**src/rtl/fetch_buffer.sv**
```systemverilog
// fetch_buffer: instruction queue between fetch and decode.
// Holds {pc, instr} pairs in a circular array and presents the oldest entry
// to decode with a valid/ready handshake. A flush drops every entry in one cycle.
// Pointers carry an extra wrap bit so that full and empty can be told apart.
module fetch_buffer #(
    parameter  int DEPTH = 8,
    localparam int CNT_W = $clog2(DEPTH) + 1
) (
    input  logic             clk,
    input  logic             rst_n,
    input  logic             flush,
    input  logic             enq_valid,
    output logic             enq_ready,
    input  logic [31:0]      enq_pc,
    input  logic [31:0]      enq_instr,
    output logic             deq_valid,
    input  logic             deq_ready,
    output logic [31:0]      deq_pc,
    output logic [31:0]      deq_instr,
    output logic [CNT_W-1:0] count
);

    localparam int IDX_W = $clog2(DEPTH);

    logic [CNT_W-1:0] r_head;
    logic [CNT_W-1:0] r_tail;
    logic [63:0]      r_mem [DEPTH];

    logic             w_empty;
    logic             w_full;
    logic             w_enq_fire;
    logic             w_deq_fire;
    logic [IDX_W-1:0] w_head_idx;
    logic [IDX_W-1:0] w_tail_idx;

    assign w_head_idx = r_head[IDX_W-1:0];
    assign w_tail_idx = r_tail[IDX_W-1:0];

    // Same slot with the same wrap bit means empty; same slot with the wrap
    // bits differing means the tail has lapped the head, i.e. full.
    assign w_empty = (r_head == r_tail);
    assign w_full  = (w_head_idx == w_tail_idx) && (r_head[IDX_W] != r_tail[IDX_W]);

    // Flush kills both sides of the handshake in the cycle it is asserted.
    assign w_enq_fire = enq_valid && !w_full && !flush;
    assign w_deq_fire = deq_ready && !w_empty && !flush;

    // Handshake outputs come from registered state only. There is no bypass,
    // so an entry written this cycle cannot show up on deq_* until the next one.
    assign enq_ready = !w_full;
    assign deq_valid = !w_empty;
    assign deq_pc    = r_mem[w_head_idx][63:32];
    assign deq_instr = r_mem[w_head_idx][31:0];

    // Occupancy is the pointer distance. Modulo 2*DEPTH it always lies in 0..DEPTH.
    assign count = r_tail - r_head;

    // Pointer update: async clear on reset, sync clear on flush, else advance on fire.
    always_ff @(posedge clk or negedge rst_n) begin
        if (!rst_n) begin
            r_head <= '0;
            r_tail <= '0;
        end else if (flush) begin
            r_head <= '0;
            r_tail <= '0;
        end else begin
            if (w_enq_fire) r_tail <= r_tail + CNT_W'(1);
            if (w_deq_fire) r_head <= r_head + CNT_W'(1);
        end
    end

    // Entry storage: written at the tail slot on an accepted enqueue, never reset.
    always_ff @(posedge clk) begin
        if (w_enq_fire) r_mem[w_tail_idx] <= {enq_pc, enq_instr};
    end

endmodule

```
**config.mk**
```make
export PLATFORM = sky130hd
export DESIGN_NAME = fetch_buffer
export DESIGN_NICKNAME = d
export VERILOG_FILES = /design/src/rtl/fetch_buffer.sv
export SDC_FILE = /design/constraint.sdc
export NUM_CORES = 1
export LEC_CHECK = 0
export CAP_MARGIN = 5
export CORE_MARGIN = 2
export CORE_UTILIZATION = 65
export CTS_CLUSTER_DIAMETER = 100
export DETAILED_ROUTE_END_ITERATION = 8
export DONT_BUFFER_PORTS = 1
export GPL_ROUTABILITY_DRIVEN = 0
export HOLD_SLACK_MARGIN = 0.1
export PLACE_DENSITY = 0.85
export SYNTH_ARGS = -nofsm -noshare
export SYNTH_HDL_FRONTEND = slang
export SYNTH_SLANG_ARGS = --single-unit
```
**constraint.sdc**
```tcl
create_clock -name clk -period 21.7 [get_ports clk]
set_input_delay 2.17 -clock clk [delete_from_list [all_inputs] [get_ports clk]]
set_output_delay 2.17 -clock clk [all_outputs]
set_load 0.02 [all_outputs]
```
==> metrics.cfg, run 1 <==
[status]
status = completed

[sta]
setup-tns-final_ns = 0
fmax_mhz = 173.5
final_worst_clock_skew_ns = 0.01995
grt_setup_unrepaired = no
final.hold.worst_slack_ns = 0.6233
report.final.hold_viol_count = 0
finalWorstSetupSlack_ns = 15.94
finalSetupViolCount = 0
tightest_slew_ns = 1.131
final_max_slew_viol_count = 0
final_period_utilization_pct = 26.55
final.min_clock_period_ns = 5.762
maxSlewHeadroom_pct = 24.63

[finish]
antenna_diode_count = 0
finalNonFillerCells = 1385
num-nets-final = 1041
layout-drive-gt1-share_pct = 21.51
final_common_cell = sky130_fd_sc_hd__edfxtp_1
most-common-layout-cells = sky130_fd_sc_hd__edfxtp_1 (512), sky130_fd_sc_hd__nand2_1 (196), sky130_fd_sc_hd__mux4_2 (128), sky130_fd_sc_hd__clkbuf_16 (51), sky130_fd_sc_hd__buf_4 (15)
area_delta_synth_final_pct = 9.273
fillcell_total = 1648

[grt]
antenna_found_initial = 0
grt_use_total_pct = 25.61
grt_max_degree = 76
globalRoute.totalOverflow = 0
grt_pass1_wl_um = 58260
first_global_vias = 9542

[job]
max-cap-violations = 0

[worst_setup_path]
worst-endpoint-required_ns = 19.53
critical_path.n_buffers_inverters = 2
crit_slowest_cell = sky130_fd_sc_hd__dfrtp_4
worst_path_largest_cell_delay_ns = 0.97
cell_family_with_most_cp_delay = buffers and inverters
crit_path_max_fanout = 75
critical_path.cell_chain = buf_4 -> inv_1 -> ha_1 -> a21o_1 -> a21oi_1 -> xnor2_1
worst_reg2reg_path_length_in_cells = 7
start_kind = flip-flop
arrival_ns = 3.59
setup_cp_type = flip-flop to primary output
path_depth = 6
cp-end-kind = primary output

[floorplan]
die_area_mm2 = 0.03195
io-pin-count = 139
rows = 63
die_x_um = 178.8
chipHeight_um = 178.8
initial_core_util_pct = 66.44
core_area_mm2 = 0.02987

[synth]
combinational_family_with_the_most_area_after_synthesis = multiplexers
yosysSeqAreaShare_pct = 78.47
synthesis.yosys.warnings = 0
ys_async_sr_fraction_pct = 1.538
portion_of_synthesized_cell_area_occupied_by_the_leading_cell_type_pct = 77.46
netlist_instances = 945
synth_seq_cells = 520
netlist_top_cells_area = sky130_fd_sc_hd__edfxtp_1 (77%), sky130_fd_sc_hd__mux4_2 (15%), sky130_fd_sc_hd__nand2_1 (3.7%), sky130_fd_sc_hd__dfrtp_1 (1.0%), sky130_fd_sc_hd__buf_6 (0.62%)
synth_compound_area_share_pct = 0.2837
count_of_flip_flops_with_a_built_in_enable_after_synthesis = 512
synthXorXnorAreaFrac_pct = 0.4413
muxShareOfSynthArea_pct = 14.57
synth.net_count = 1020
netlist-cell-type-count = 27
synth_simple_gate_area_share_pct = 4.318
summed_instance_area_of_the_synthesized_netlist_mm2 = 0.01985
synth_area_per_cell_um2 = 21.00
yosys.area_share.adder_pct = 0.4160
synth_top_area_cell = sky130_fd_sc_hd__edfxtp_1
synth_top_flop_cell = sky130_fd_sc_hd__edfxtp_1

[clocking]
cts-buffers-inserted = 49
cts.repair.resized = 0
clk_path_buf_depth = 3
numClockSinks = 520
insertion_delay_ns = 0.56
clk_pin_slew_worst_paths_ns = 0.06
cts_tree = built
cts.root.buffer_cell = sky130_fd_sc_hd__clkbuf_16
cts.hold.buffers_added = 0
cts_htree_levels = 2
cts.repair_timing.setup_buffer_count = 0

[drt]
drtPass1Iterations = 5
number_of_drc_markers_after_the_initial_detailed_route_iteration = 830
vias = 8940
detail_route.wl_per_cell_um = 28.39
wl_um = 39330
detail-route-antenna-nets = 0
avgViaCountPerCell = 6.455
drc = 0

[placed_design]
port_buffers = 0
post-place-ws_ns = 16.45
dp.final_hpwl_um = 18930
post-place-cells = 1305

[worst_hold_path]
hold_path_stages = 2
type_of_the_worst_min_delay_path = flip-flop to flip-flop

[power_and_ir_drop]
power_total_mw = 2.178
peakVddDrop_uv = 89.95
power_density_mw_per_mm2 = 100.4
leakagePower_nw = 6.879

metal layers:
| metal | track usage (%) | wire (µm) |
|---|---|---|
| met5 | 0 | 0 |
| met3 | 7.316 | 3398 |
| met4 | 8.164 | 1068 |
| met1 | 31.71 | 14350 |
| met2 | 44.21 | 20500 |
report_power, final:
| part | switching [mW] | internal, mW |
|---|---|---|
| Sequential | 0.0195 | 1.12 |
| Combinational | 0.140 | 0.111 |
| Clock | 0.338 | 0.449 |
| Total | 0.497 | 1.68 |
final timing paths:
| check | start | endpoint | slack, ns |
|---|---|---|---|
| max | r_head[1]$_DFFE_PN0P_ | count[3] | 15.94 |
| min | r_tail[3]$_DFFE_PN0P_ | r_tail[3]$_DFFE_PN0P_ | 0.62 |
| max reg2reg | r_head[1]$_DFFE_PN0P_ | r_mem[0][20]$_DFFE_PP_ | 17.01 |
| min reg2reg | r_tail[3]$_DFFE_PN0P_ | r_tail[3]$_DFFE_PN0P_ | 0.62 |
| max in group asynchronous | rst_n | r_head[1]$_DFFE_PN0P_ | 20.31 |
| min in group asynchronous | rst_n | r_tail[3]$_DFFE_PN0P_ | 1.31 |
cell type report:
class / instances / area [µm²] / share of cell area, %
well taps: 390 / 488.0 / 2.250
inverters: 8 / 30.03 / 0.1384
flip-flops and latches: 520 / 15580 / 71.85
clock inverters: 15 / 121.4 / 0.5596
clock buffers: 65 / 1329 / 6.126
multi-input cells: 372 / 4025 / 18.56
repair buffers: 15 / 112.6 / 0.5192
synth_stat cells (2+ instances only):
cell type	count
sky130_fd_sc_hd__nor4_1	4
sky130_fd_sc_hd__a21oi_1	4
sky130_fd_sc_hd__edfxtp_1	512
sky130_fd_sc_hd__nand4_1	2
sky130_fd_sc_hd__xnor2_1	8
sky130_fd_sc_hd__nand3_1	2
sky130_fd_sc_hd__mux4_2	128
sky130_fd_sc_hd__inv_1	8
sky130_fd_sc_hd__nand2_1	196
sky130_fd_sc_hd__buf_1	6
sky130_fd_sc_hd__buf_6	11
sky130_fd_sc_hd__ha_1	5
sky130_fd_sc_hd__dfrtp_1	8
sky130_fd_sc_hd__clkbuf_1	15
sky130_fd_sc_hd__nor2_1	8
sky130_fd_sc_hd__o211ai_1	2
sky130_fd_sc_hd__xor2_1	2
sky130_fd_sc_hd__buf_2	13
sky130_fd_sc_hd__nor4b_1	3
state kept, by name, summed over array words and instances (netlist names):
signal / flops
r_mem: 512
r_head: 4
r_tail: 4
cell families (layout without fill, tap and decap cells):
kind of cell,Yosys count,in the layout
AND/OR/NAND/NOR,218,218
AO/OA/AOI/OAI,9,9
flip-flops,520,520
adder cells (fa/ha/maj),6,6
multiplexers,129,129
XOR/XNOR,10,10
buffers and inverters,53,103
tightest hold or removal path: cells and delay by family, from the launching register on:
family	cells	cell delay [ns]
XOR/XNOR	1	0.14
AND/OR/NAND/NOR	1	0.04
flip-flops	1	0.41
stage by stage:
| step | utilization (%) | area, µm² |
|---|---|---|
| after floorplan | - | 19850 |
| after global placement | 67.75 | 20240 |
| after detailed placement | 67.75 | 20240 |
| after CTS | 72.60 | 21690 |
| after global routing | 72.60 | 21690 |
| final | 72.60 | 21690 |
Power figures use the tool's default switching activity.
==> run 2: changes to the inputs <==
--- a/config.mk
+++ b/config.mk
@@ -7,13 +7,13 @@
 export LEC_CHECK = 0
 export CAP_MARGIN = 5
 export CORE_MARGIN = 2
-export CORE_UTILIZATION = 65
+export CORE_UTILIZATION = 63
 export CTS_CLUSTER_DIAMETER = 100
 export DETAILED_ROUTE_END_ITERATION = 8
 export DONT_BUFFER_PORTS = 1
 export GPL_ROUTABILITY_DRIVEN = 0
 export HOLD_SLACK_MARGIN = 0.1
-export PLACE_DENSITY = 0.85
+export PLACE_DENSITY = 0.83
 export SYNTH_ARGS = -nofsm -noshare
 export SYNTH_HDL_FRONTEND = slang
 export SYNTH_SLANG_ARGS = --single-unit
==> constraint.sdc (replaced) <==
create_clock -name clk -period 6.03 [get_ports clk]
set_input_delay 0.603 -clock clk [delete_from_list [all_inputs] [get_ports clk]]
set_output_delay 0.603 -clock clk [all_outputs]
set_load 0.02 [all_outputs]
==> run 2 against run 1 <==
Hold slack worse by 0.49 ns. Critical path depth is 2 lower. Largest cell class unchanged. Final area is 0.97% higher.
==> metrics.cfg, run 2 (synthesized netlist as in run 1, its figures left out) <==
[job]
max-cap-violations = 0  ; unchanged

[finish]
most-common-layout-cells = sky130_fd_sc_hd__edfxtp_1 (512), sky130_fd_sc_hd__nand2_1 (196), sky130_fd_sc_hd__mux4_2 (128), sky130_fd_sc_hd__clkbuf_16 (53), sky130_fd_sc_hd__clkbuf_1 (17)  ; was sky130_fd_sc_hd__edfxtp_1 (512), sky130_fd_sc_hd__nand2_1 (196), sky130_fd_sc_hd__mux4_2 (128), sky130_fd_sc_hd__clkbuf_16 (51), sky130_fd_sc_hd__buf_4 (15)
finalNonFillerCells = 1407  ; was 1385
fillcell_total = 1724  ; was 1648
layout_top_registers = r_mem: 512 flops, r_head: 4 flops, r_tail: 4 flops  ; unchanged
antenna_diode_count = 0  ; unchanged
num-nets-final = 1047  ; was 1041
max_flop_register = r_mem  ; unchanged
layout-drive-gt1-share_pct = 22.26  ; was 21.51%
largest_reg_flops = 512  ; unchanged
final_common_cell = sky130_fd_sc_hd__edfxtp_1  ; unchanged
post-route-util_pct = 71.03  ; was 72.60%
finish.instance_area_mm2 = 0.02190  ; was 0.02169 mm²
area_delta_synth_final_pct = 10.33  ; was 9.273%

[worst_setup_path]
cp-end-kind = primary output  ; unchanged
crit_start = r_head[1]$_DFFE_PN0P_  ; unchanged
arrival_ns = 3.33  ; was 3.59 ns
setup_cp_type = flip-flop to primary output  ; unchanged
regToRegStartpoint = r_head[1]$_DFFE_PN0P_  ; unchanged
crit_path_max_fanout = 67  ; was 75
worst-endpoint-required_ns = 5.43  ; was 19.53 ns
worst_r2r_endpoint = r_mem[7][35]$_DFFE_PP_  ; was r_mem[0][20]$_DFFE_PP_
worst_reg2reg_path_length_in_cells = 6  ; was 7
start_kind = flip-flop  ; unchanged
timing.reg2reg.setup_slack_ns = 2.48  ; was 17.01 ns

[grt]
grt_pass1_wl_um = 57530  ; was 58260 µm
grtUsageMet2_pct = 39.66  ; was 44.21%
first_global_vias = 9555  ; was 9542
grt_util_met1_pct = 31.01  ; was 31.71%
grt_use_total_pct = 23.64  ; was 25.61%
globalRoute.totalOverflow = 0  ; unchanged
grt_max_degree = 132  ; was 76
grt_util_met3_pct = 6.538  ; was 7.316%
antenna_found_initial = 0  ; unchanged
grt-busiest-layer = met2  ; unchanged

[placed_design]
post-place-cells = 1314  ; was 1305
post-place-ws_ns = 2.433  ; was 16.45 ns
placement.cell_area_mm2 = 0.02029  ; was 0.02024 mm²
port_buffers = 0  ; unchanged
dp.final_hpwl_um = 18600  ; was 18930 µm

[sta]
grt_setup_unrepaired = no  ; unchanged
final_period_utilization_pct = 65.26
final.hold.worst_slack_ns = 0.1354  ; was 0.6233 ns
setup-tns-final_ns = 0  ; unchanged
fmax_mhz = 254.1
finalSetupViolCount = 0  ; unchanged
finalWorstSetupSlack_ns = 2.095  ; was 15.94 ns
tightest_slew_ns = 1.138  ; was 1.131 ns
final_worst_clock_skew_ns = 0.01232  ; was 0.01995 ns
maxSlewHeadroom_pct = 24.16  ; was 24.63%
final_max_slew_viol_count = 0  ; unchanged
final.min_clock_period_ns = 3.935
report.final.hold_viol_count = 0  ; unchanged

[clocking]
clk_path_buf_depth = 3  ; unchanged
cts-buffers-inserted = 50  ; was 49
insertion_delay_ns = 0.56  ; about the same
cts_tree = built  ; unchanged
cts.repair_timing.setup_buffer_count = 0  ; unchanged
cts.root.buffer_cell = sky130_fd_sc_hd__clkbuf_16  ; unchanged
cts_htree_levels = 2  ; unchanged
numClockSinks = 520  ; unchanged
clk_pin_slew_worst_paths_ns = 0.06  ; about the same

[worst_hold_path]
launch_point_of_the_worst_hold_path = enq_instr[21]  ; was r_tail[3]$_DFFE_PN0P_
type_of_the_worst_min_delay_path = input port to flip-flop  ; was flip-flop to flip-flop
hold_path_stages = 0  ; was 2
hold_path_end = r_mem[1][21]$_DFFE_PP_  ; was r_tail[3]$_DFFE_PN0P_

[power_and_ir_drop]
power_total_mw = 8.022  ; was 2.178 mW
power_density_mw_per_mm2 = 366.3  ; was 100.4 mW/mm²
peakVddDrop_uv = 273.7  ; was 89.95 µV
leakagePower_nw = 6.985  ; was 6.879 nW

[drt]
detail-route-antenna-nets = 0  ; unchanged
drtPass1Iterations = 5  ; unchanged
detail_route.wl_per_cell_um = 26.83  ; was 28.39 µm
avgViaCountPerCell = 6.338  ; was 6.455
number_of_drc_markers_after_the_initial_detailed_route_iteration = 897  ; was 830
vias = 8918  ; was 8940
drc = 0  ; unchanged
wl_um = 37750  ; was 39330 µm

[floorplan]
core_area_mm2 = 0.03083  ; was 0.02987 mm²
io-pin-count = 139  ; unchanged
initial_core_util_pct = 64.38  ; was 66.44%
die_x_um = 181.5  ; was 178.8 µm
die_area_mm2 = 0.03294  ; was 0.03195 mm²
chipHeight_um = 181.5  ; was 178.8 µm
rows = 64  ; was 63

[status]
status = completed  ; unchanged

[run 2: cell count changes in the layout (fill, tap and decap cells not counted), moves of 2 or more]
cell | before | now
sky130_fd_sc_hd__clkbuf_16 | 51 | 53
sky130_fd_sc_hd__clkinv_2 | 3 | 9
sky130_fd_sc_hd__clkbuf_1 | 14 | 17
sky130_fd_sc_hd__bufinv_16 | 2 | 4
sky130_fd_sc_hd__dlygate4sd3_1 | 0 | 2
sky130_fd_sc_hd__buf_12 | 0 | 2
[run 2: worst max-delay path by stage]
stage / endpoint / slack (ns) / cells after the start
finish: deq_pc[18] / 2.09 / 4
CTS: deq_pc[18] / 2.09 / 4
global placement: r_mem[7][35]$_DFFE_PP_ / 2.51 / 6
global route: deq_pc[18] / 1.93 / 4
detailed placement: r_mem[7][35]$_DFFE_PP_ / 2.43 / 6
floorplan: r_mem[0][0]$_DFFE_PP_ / -2.83 / 8
[run 2: area by class of cell]
cell class | count | area (µm²) | area share (%)
Clock buffer | 70 | 1390 | 6.347
Clock inverter | 21 | 195.2 | 0.8913
Inverter | 8 | 30.03 | 0.1371
Multi-Input combinational cell | 372 | 4025 | 18.38
Sequential cell | 520 | 15580 | 71.16
Tap cell | 396 | 495.5 | 2.262
Timing Repair Buffer | 20 | 180.2 | 0.8227
[run 2: power breakdown]
group | leakage, nW | total, mW | internal [mW] | switching, mW
clock network | 0.777 | 3.02 | 1.77 | 1.25
registers | 4.73 | 4.07 | 4.03 | 0.0373
logic | 1.48 | 0.937 | 0.406 | 0.531
[run 2: worst max-delay path: stages, from the launching register on]
cell and delay [ns]:
sky130_fd_sc_hd__dfrtp_4 1.04, sky130_fd_sc_hd__buf_4 0.87, sky130_fd_sc_hd__mux4_2 0.42, sky130_fd_sc_hd__nand2_1 0.09
sky130_fd_sc_hd__nand2_1 0.21
[run 2: what timing repair did]
item	CTS	global route
hold endpoints to repair	16	0
resized for setup	0	0
hold buffers	2	0
[run 2: per-layer routing]
metal | up-vias | routed length, µm
met5 | - | 0
met4 | 0 | 733
met3 | 61 | 3233
met2 | 371 | 19320
met1 | 4655 | 14470
li1 | 3831 | -
==> run 3: changes to the inputs <==
--- a/config.mk
+++ b/config.mk
@@ -7,13 +7,13 @@
 export LEC_CHECK = 0
 export CAP_MARGIN = 5
 export CORE_MARGIN = 2
-export CORE_UTILIZATION = 63
+export CORE_UTILIZATION = 57
 export CTS_CLUSTER_DIAMETER = 100
 export DETAILED_ROUTE_END_ITERATION = 8
 export DONT_BUFFER_PORTS = 1
 export GPL_ROUTABILITY_DRIVEN = 0
 export HOLD_SLACK_MARGIN = 0.1
-export PLACE_DENSITY = 0.83
+export PLACE_DENSITY = 0.79
 export SYNTH_ARGS = -nofsm -noshare
 export SYNTH_HDL_FRONTEND = slang
 export SYNTH_SLANG_ARGS = --single-unit
==> constraint.sdc (replaced) <==
create_clock -name clk -period 3.3 [get_ports clk]
set_input_delay 0.33 -clock clk [delete_from_list [all_inputs] [get_ports clk]]
set_output_delay 0.33 -clock clk [all_outputs]
set_load 0.02 [all_outputs]
==> run 3 against run 2 <==
Final area up 3.9%. Die area is 10% higher. Setup slack got worse by 1.6 ns. Final cell count up 9.4%. Total power up 83%. Sequential cell count unchanged. Via count rose by 5.2%.
==> metrics.cfg, run 3 (synthesized netlist as in run 1, its figures left out) <==
[worst_setup_path]
crit_slowest_cell = sky130_fd_sc_hd__mux4_2  ; was sky130_fd_sc_hd__dfrtp_4
worst-endpoint-required_ns = 2.97  ; was 5.43 ns
setup_cp_type = flip-flop to primary output  ; unchanged
start_kind = flip-flop  ; unchanged
critical_path.cell_chain = buf_12 -> mux4_2 -> nand2_1 -> nand2_1  ; was buf_4 -> mux4_2 -> nand2_1 -> nand2_1
cp-end-kind = primary output  ; unchanged
worst_path_largest_cell_delay_ns = 0.61  ; was 1.04 ns
regToRegStartpoint = r_tail[2]$_DFFE_PN0P_  ; was r_head[1]$_DFFE_PN0P_
arrival_ns = 2.46  ; was 3.33 ns
critical_path.n_buffers_inverters = 1  ; unchanged
crit_start = r_head[0]$_DFFE_PN0P_  ; was r_head[1]$_DFFE_PN0P_
cell_family_with_most_cp_delay = multiplexers  ; was flip-flops
timing.critical_path.mode_cell = sky130_fd_sc_hd__nand2_1  ; unchanged
crit_path_max_fanout = 68  ; was 67

[placed_design]
dp.final_hpwl_um = 20760  ; was 18600 µm
post-place-ws_ns = 0.6902  ; was 2.433 ns
port_buffers = 0  ; unchanged
post-place-cells = 1378  ; was 1314

[finish]
finalNonFillerCells = 1539  ; was 1407
num-nets-final = 1118  ; was 1047
area_delta_synth_final_pct = 14.67  ; was 10.33%
max_flop_register = r_mem  ; unchanged
final_common_cell = sky130_fd_sc_hd__edfxtp_1  ; unchanged
post-route-util_pct = 66.05  ; was 71.03%
most-common-layout-cells = sky130_fd_sc_hd__edfxtp_1 (512), sky130_fd_sc_hd__nand2_1 (196), sky130_fd_sc_hd__mux4_2 (128), sky130_fd_sc_hd__dlygate4sd3_1 (69), sky130_fd_sc_hd__clkbuf_16 (49)  ; was sky130_fd_sc_hd__edfxtp_1 (512), sky130_fd_sc_hd__nand2_1 (196), sky130_fd_sc_hd__mux4_2 (128), sky130_fd_sc_hd__clkbuf_16 (53), sky130_fd_sc_hd__clkbuf_1 (17)
layout_top_registers = r_mem: 512 flops, r_head: 4 flops, r_tail: 4 flops  ; unchanged
layout-drive-gt1-share_pct = 21.94  ; was 22.26%
largest_reg_flops = 512  ; unchanged

[power_and_ir_drop]
power_density_mw_per_mm2 = 646.4  ; was 366.3 mW/mm²
leakagePower_nw = 7.293  ; was 6.985 nW
peakVddDrop_uv = 489.8  ; was 273.7 µV

[clocking]
cts_htree_levels = 2  ; unchanged
clk_pin_slew_worst_paths_ns = 0.06  ; about the same
clk_path_buf_depth = 3  ; unchanged
insertion_delay_ns = 0.56  ; about the same
numClockSinks = 520  ; unchanged
cts-buffers-inserted = 49  ; was 50
cts_tree = built  ; unchanged
cts.root.buffer_cell = sky130_fd_sc_hd__clkbuf_16  ; unchanged
cts.repair.resized = 0  ; unchanged

[floorplan]
die_area_mm2 = 0.03633  ; was 0.03294 mm²
chipHeight_um = 190.6  ; was 181.5 µm
io-pin-count = 139  ; unchanged
rows = 68  ; was 64
core_area_mm2 = 0.03446  ; was 0.03083 mm²
die_x_um = 190.6  ; was 181.5 µm
initial_core_util_pct = 57.60  ; was 64.38%

[job]
max-cap-violations = 0  ; unchanged

[sta]
final_period_utilization_pct = 84.44
final_max_slew_viol_count = 0  ; unchanged
maxSlewHeadroom_pct = 40.66  ; was 24.16%
setup-tns-final_ns = 0  ; unchanged
fmax_mhz = 358.9
report.final.hold_viol_count = 0  ; unchanged
final.min_clock_period_ns = 2.786
grt_setup_unrepaired = no  ; unchanged
finalSetupViolCount = 0  ; unchanged
tightest_slew_ns = 0.8901  ; was 1.138 ns
final_worst_clock_skew_ns = 0.02673  ; was 0.01232 ns
finalWorstSetupSlack_ns = 0.5136  ; was 2.095 ns

[grt]
grt_pass1_wl_um = 60820  ; was 57530 µm
first_global_vias = 10100  ; was 9555
grt_max_degree = 133  ; was 132
globalRoute.totalOverflow = 0  ; unchanged
grt_use_total_pct = 22.73  ; was 23.64%
antenna_found_initial = 3  ; was 0

[drt]
number_of_drc_markers_after_the_initial_detailed_route_iteration = 774  ; was 897
avgViaCountPerCell = 6.099  ; was 6.338
detail_route.wl_per_cell_um = 25.94  ; was 26.83 µm
drc = 0  ; unchanged
detail-route-antenna-nets = 0  ; unchanged
wl_um = 39920  ; was 37750 µm
drtPass1Iterations = 5  ; unchanged
vias = 9386  ; was 8918

[worst_hold_path]
type_of_the_worst_min_delay_path = input port to asynchronous set/reset pin  ; was input port to flip-flop

[status]
status = completed  ; unchanged

==> run 3: cell count changes in the layout (fill, tap and decap cells not counted), sizes merged <==
| cell | change |
|---|---|
| dlygate4sd3 | +67 |
| diode | +4 |
| inv | +2 |
| clkinv | +5 |
| clkinvlp | +3 |
| buf | +5 |
| clkbuf | -13 |
==> run 3: final cells by class <==
class	count	area (µm²)
Clock buffer	57	1256
Tap cell	455	569.3
Inverter	8	30.03
Multi-Input combinational cell	372	4125
Sequential cell	520	15580
Clock inverter	31	259.0
Timing Repair Buffer	92	925.9
Antenna cell	4	10.01
Fill cell	2160	11700
==> run 3: what timing repair did <==
item | in CTS | in global routing
buffers inserted | 0 | 0
hold buffers | 69 | 0
endpoints found under the hold margin | 528 | 0
==> run 3: metrics by stage <==
| stage | area, µm² | hold WS [ns] | power (mW) |
|---|---|---|---|
| finish | 22760 | 0.1171 | 14.71 |
| CTS | 22750 | 0.1049 | 14.84 |
| floorplan | 20010 | 0.03441 | 9.123 |
| detailed placement | 20540 | 0.03463 | 9.394 |
| global placement | 20540 | 0.03466 | 9.363 |
| global route | 22760 | 0.1423 | 15.19 |
==> run 3: path summary, 6_finish.rpt <==
path                                     endpoint  slack (ns)  depth (start not counted)
min in group clk            r_head[3]$_DFFE_PN0P_        0.12                          4
hold / removal              r_head[0]$_DFFE_PN0P_        0.12                          1
setup reg to reg           r_mem[4][41]$_DFFE_PP_        0.67                          5
setup / recovery                       deq_pc[12]        0.51                          4
max in group asynchronous   r_head[1]$_DFFE_PN0P_        2.87                          1
hold reg to reg             r_tail[3]$_DFFE_PN0P_        0.61                          2
==> run 3: metal layers <==
metal	vias up	track usage, %	wire length, µm
met5	-	0	13
met4	2	6.410	831
met3	75	5.171	2878
met2	397	38.55	20490
met1	4929	29.99	15700
li1	3983	-	-
==> run 3: where the power goes <==
part / switching (mW) / leakage (nW) / total [mW] / internal (mW)
registers: 0.0393 / 4.73 / 7.40 / 7.36
clock network: 2.30 / 0.737 / 5.34 / 3.03
logic: 1.14 / 1.83 / 1.98 / 0.832
==> run 3: worst register-to-register path, delay by kind of cell (launching register included) <==
family                   cells  cell delay [ns]
AO/OA/AOI/OAI                1             0.18
adder cells (fa/ha/maj)      1             0.40
buffers and inverters        1             0.58
flip-flops                   1             0.63
AND/OR/NAND/NOR              2             0.43
==> RTL edit, RTL diff (flow settings as in run 3) <==
Put a register stage on the output `count`, cleared by the reset. The value now appears one clock later. The other outputs are not delayed to match.
--- a/src/rtl/fetch_buffer.sv
+++ b/src/rtl/fetch_buffer.sv
@@ -53,7 +53,13 @@
     assign deq_instr = r_mem[w_head_idx][31:0];
 
     // Occupancy is the pointer distance. Modulo 2*DEPTH it always lies in 0..DEPTH.
-    assign count = r_tail - r_head;
+    always_ff @(posedge clk or negedge rst_n) begin
+        if (!rst_n) begin
+            count <= '0;
+        end else begin
+            count <= r_tail - r_head;
+        end
+    end
 
     // Pointer update: async clear on reset, sync clear on flush, else advance on fire.
     always_ff @(posedge clk or negedge rst_n) begin
Function: changed (Yosys sat finds a counterexample within 4 cycles, from zero or initial values and one cycle with rst_n low).
==> RTL edit against run 3 <==
Area after synthesis increased by 0.50%. First-iteration DRC count increased by 13%. Final area increased by 0.65%. Setup slack got worse by 0.21 ns. Via count decreased by 0.34%. Total power increased by 2.2%. Combinational power decreased by 4%. Sequential cell count increased by 4. Routed wire length decreased by 0.21%. Sequential power increased by 2%. Critical endpoint is now deq_instr[0]. Highest routed layer is now met4.
==> RTL edit: results (changes against run 3) <==
Place
  • DP Area: 0.02061 sq mm (+0.30%)
  • DP Worst Slack: 0.6852 ns (-0.005089 ns)
  • Inst Count DP: 1382 (+0.29%)

Finish
  • Final std cells w/o fill: 1546 (+0.45%)
  • Fillers: 2181 (+0.97%)

Global routing
  • GR Util met3: 5.820% (+0.65 points)
  • Initial antenna violation count: 4 (+1)
  • GR Util met2: 38.14% (-0.40 points)
  • Vias in the first global route: 10010 (-0.89%)
  • Gr usage total: 22.21% (-0.52 points)
  • First-pass GRT wire length: 59.80 mm (-1.7%)
  • GRT met1 Usage: 28.62% (-1.4 points)

STA
  • Slew @ Worst Pin: 0.9099 ns (+0.01974 ns)
  • Worst Clk Skew: 0.01340 ns (-0.01332 ns)

Run status
  • Status: completed

Yosys
  • Mux cell area share after synthesis: 14.50% (-0.073 points)
  • Post-Synth Adder-Cell Area: 0.4139% (-0.0021 points)
  • Synth Instances: 949 (+0.42%)
  • Ys async rst share: 2.290% (+0.75 points)
  • Seq/Total Area, Yosys: 78.58% (+0.11 points)
  • Post-synthesis xor/xnor area fraction: 0.4390% (-0.0022 points)
  • Synth Area in Compound Gates: 0.2822% (-0.0014 points)

Drt
  • Vias: 9354 (-0.34%)
  • DR iter-0 viols: 874 (+13%)
  • M1 WL: 15.10 mm (-3.8%)
  • DR top layer: met4

Power
  • Pleak: 7.382 nW (+1.2%)
  • Pwr per Cell Area: 656.1 mW/mm^2 (+1.5%)

Clocking
  • Total CTS buffers: 50 (+2.0%)
==> RTL edit: changes by cell type in the layout (fill, tap and decap cells not counted), moves of 3 or more <==
cell        change
clkbuf_1        +7
clkinv_1        -4
dfrtp_1         +4
buf_12          -3
buf_4           +3
clkinvlp_4      -3
==> RTL edit: what timing repair did <==
action,CTS,global route
hold endpoints to repair,532,0
hold buffers,69,0
gates resized for setup,0,0
setup buffers,0,0
==> RTL edit: power by group <==
part	switching, mW	internal, mW	leakage [nW]
Clock	2.34	3.27	0.783
Combinational	1.09	0.813	1.82
Sequential	0.0965	7.43	4.78
Total	3.52	11.5	7.38
==> RTL edit: area by class of cell <==
| cell class | count | area, sq um | share of cell area, % |
|---|---|---|---|
| Multi-Input combinational cell | 372 | 4125 | 18.01 |
| Clock buffer | 65 | 1308 | 5.708 |
| Sequential cell | 524 | 15690 | 68.47 |
| Antenna cell | 4 | 10.01 | 0.04369 |
| Clock inverter | 26 | 292.8 | 1.278 |
| Timing Repair Buffer | 92 | 888.4 | 3.878 |
| Inverter | 8 | 30.03 | 0.1311 |
| Tap cell | 455 | 569.3 | 2.485 |
==> RTL edit: final timing paths <==
check | to | slack [ns] | startpoint
setup / recovery | deq_instr[0] | 0.30 | r_head[0]
hold / removal | r_tail[1] | 0.14 | enq_valid
setup reg to reg | r_mem[0][36] | 0.64 | r_tail[2]
hold reg to reg | r_head[3] | 0.61 | r_head[3]
max in group asynchronous | r_head[0] | 2.68 | rst_n
min in group asynchronous | r_tail[3] | 0.20 | rst_n
==> RTL edit: worst reg2reg max path: stages, from the launching register on <==
cell and delay (ns):
dfrtp_1 0.63, ha_1 0.39, nand3_4 0.14, o21ai_4 0.18
nor4b_4 0.34, buf_4 0.58
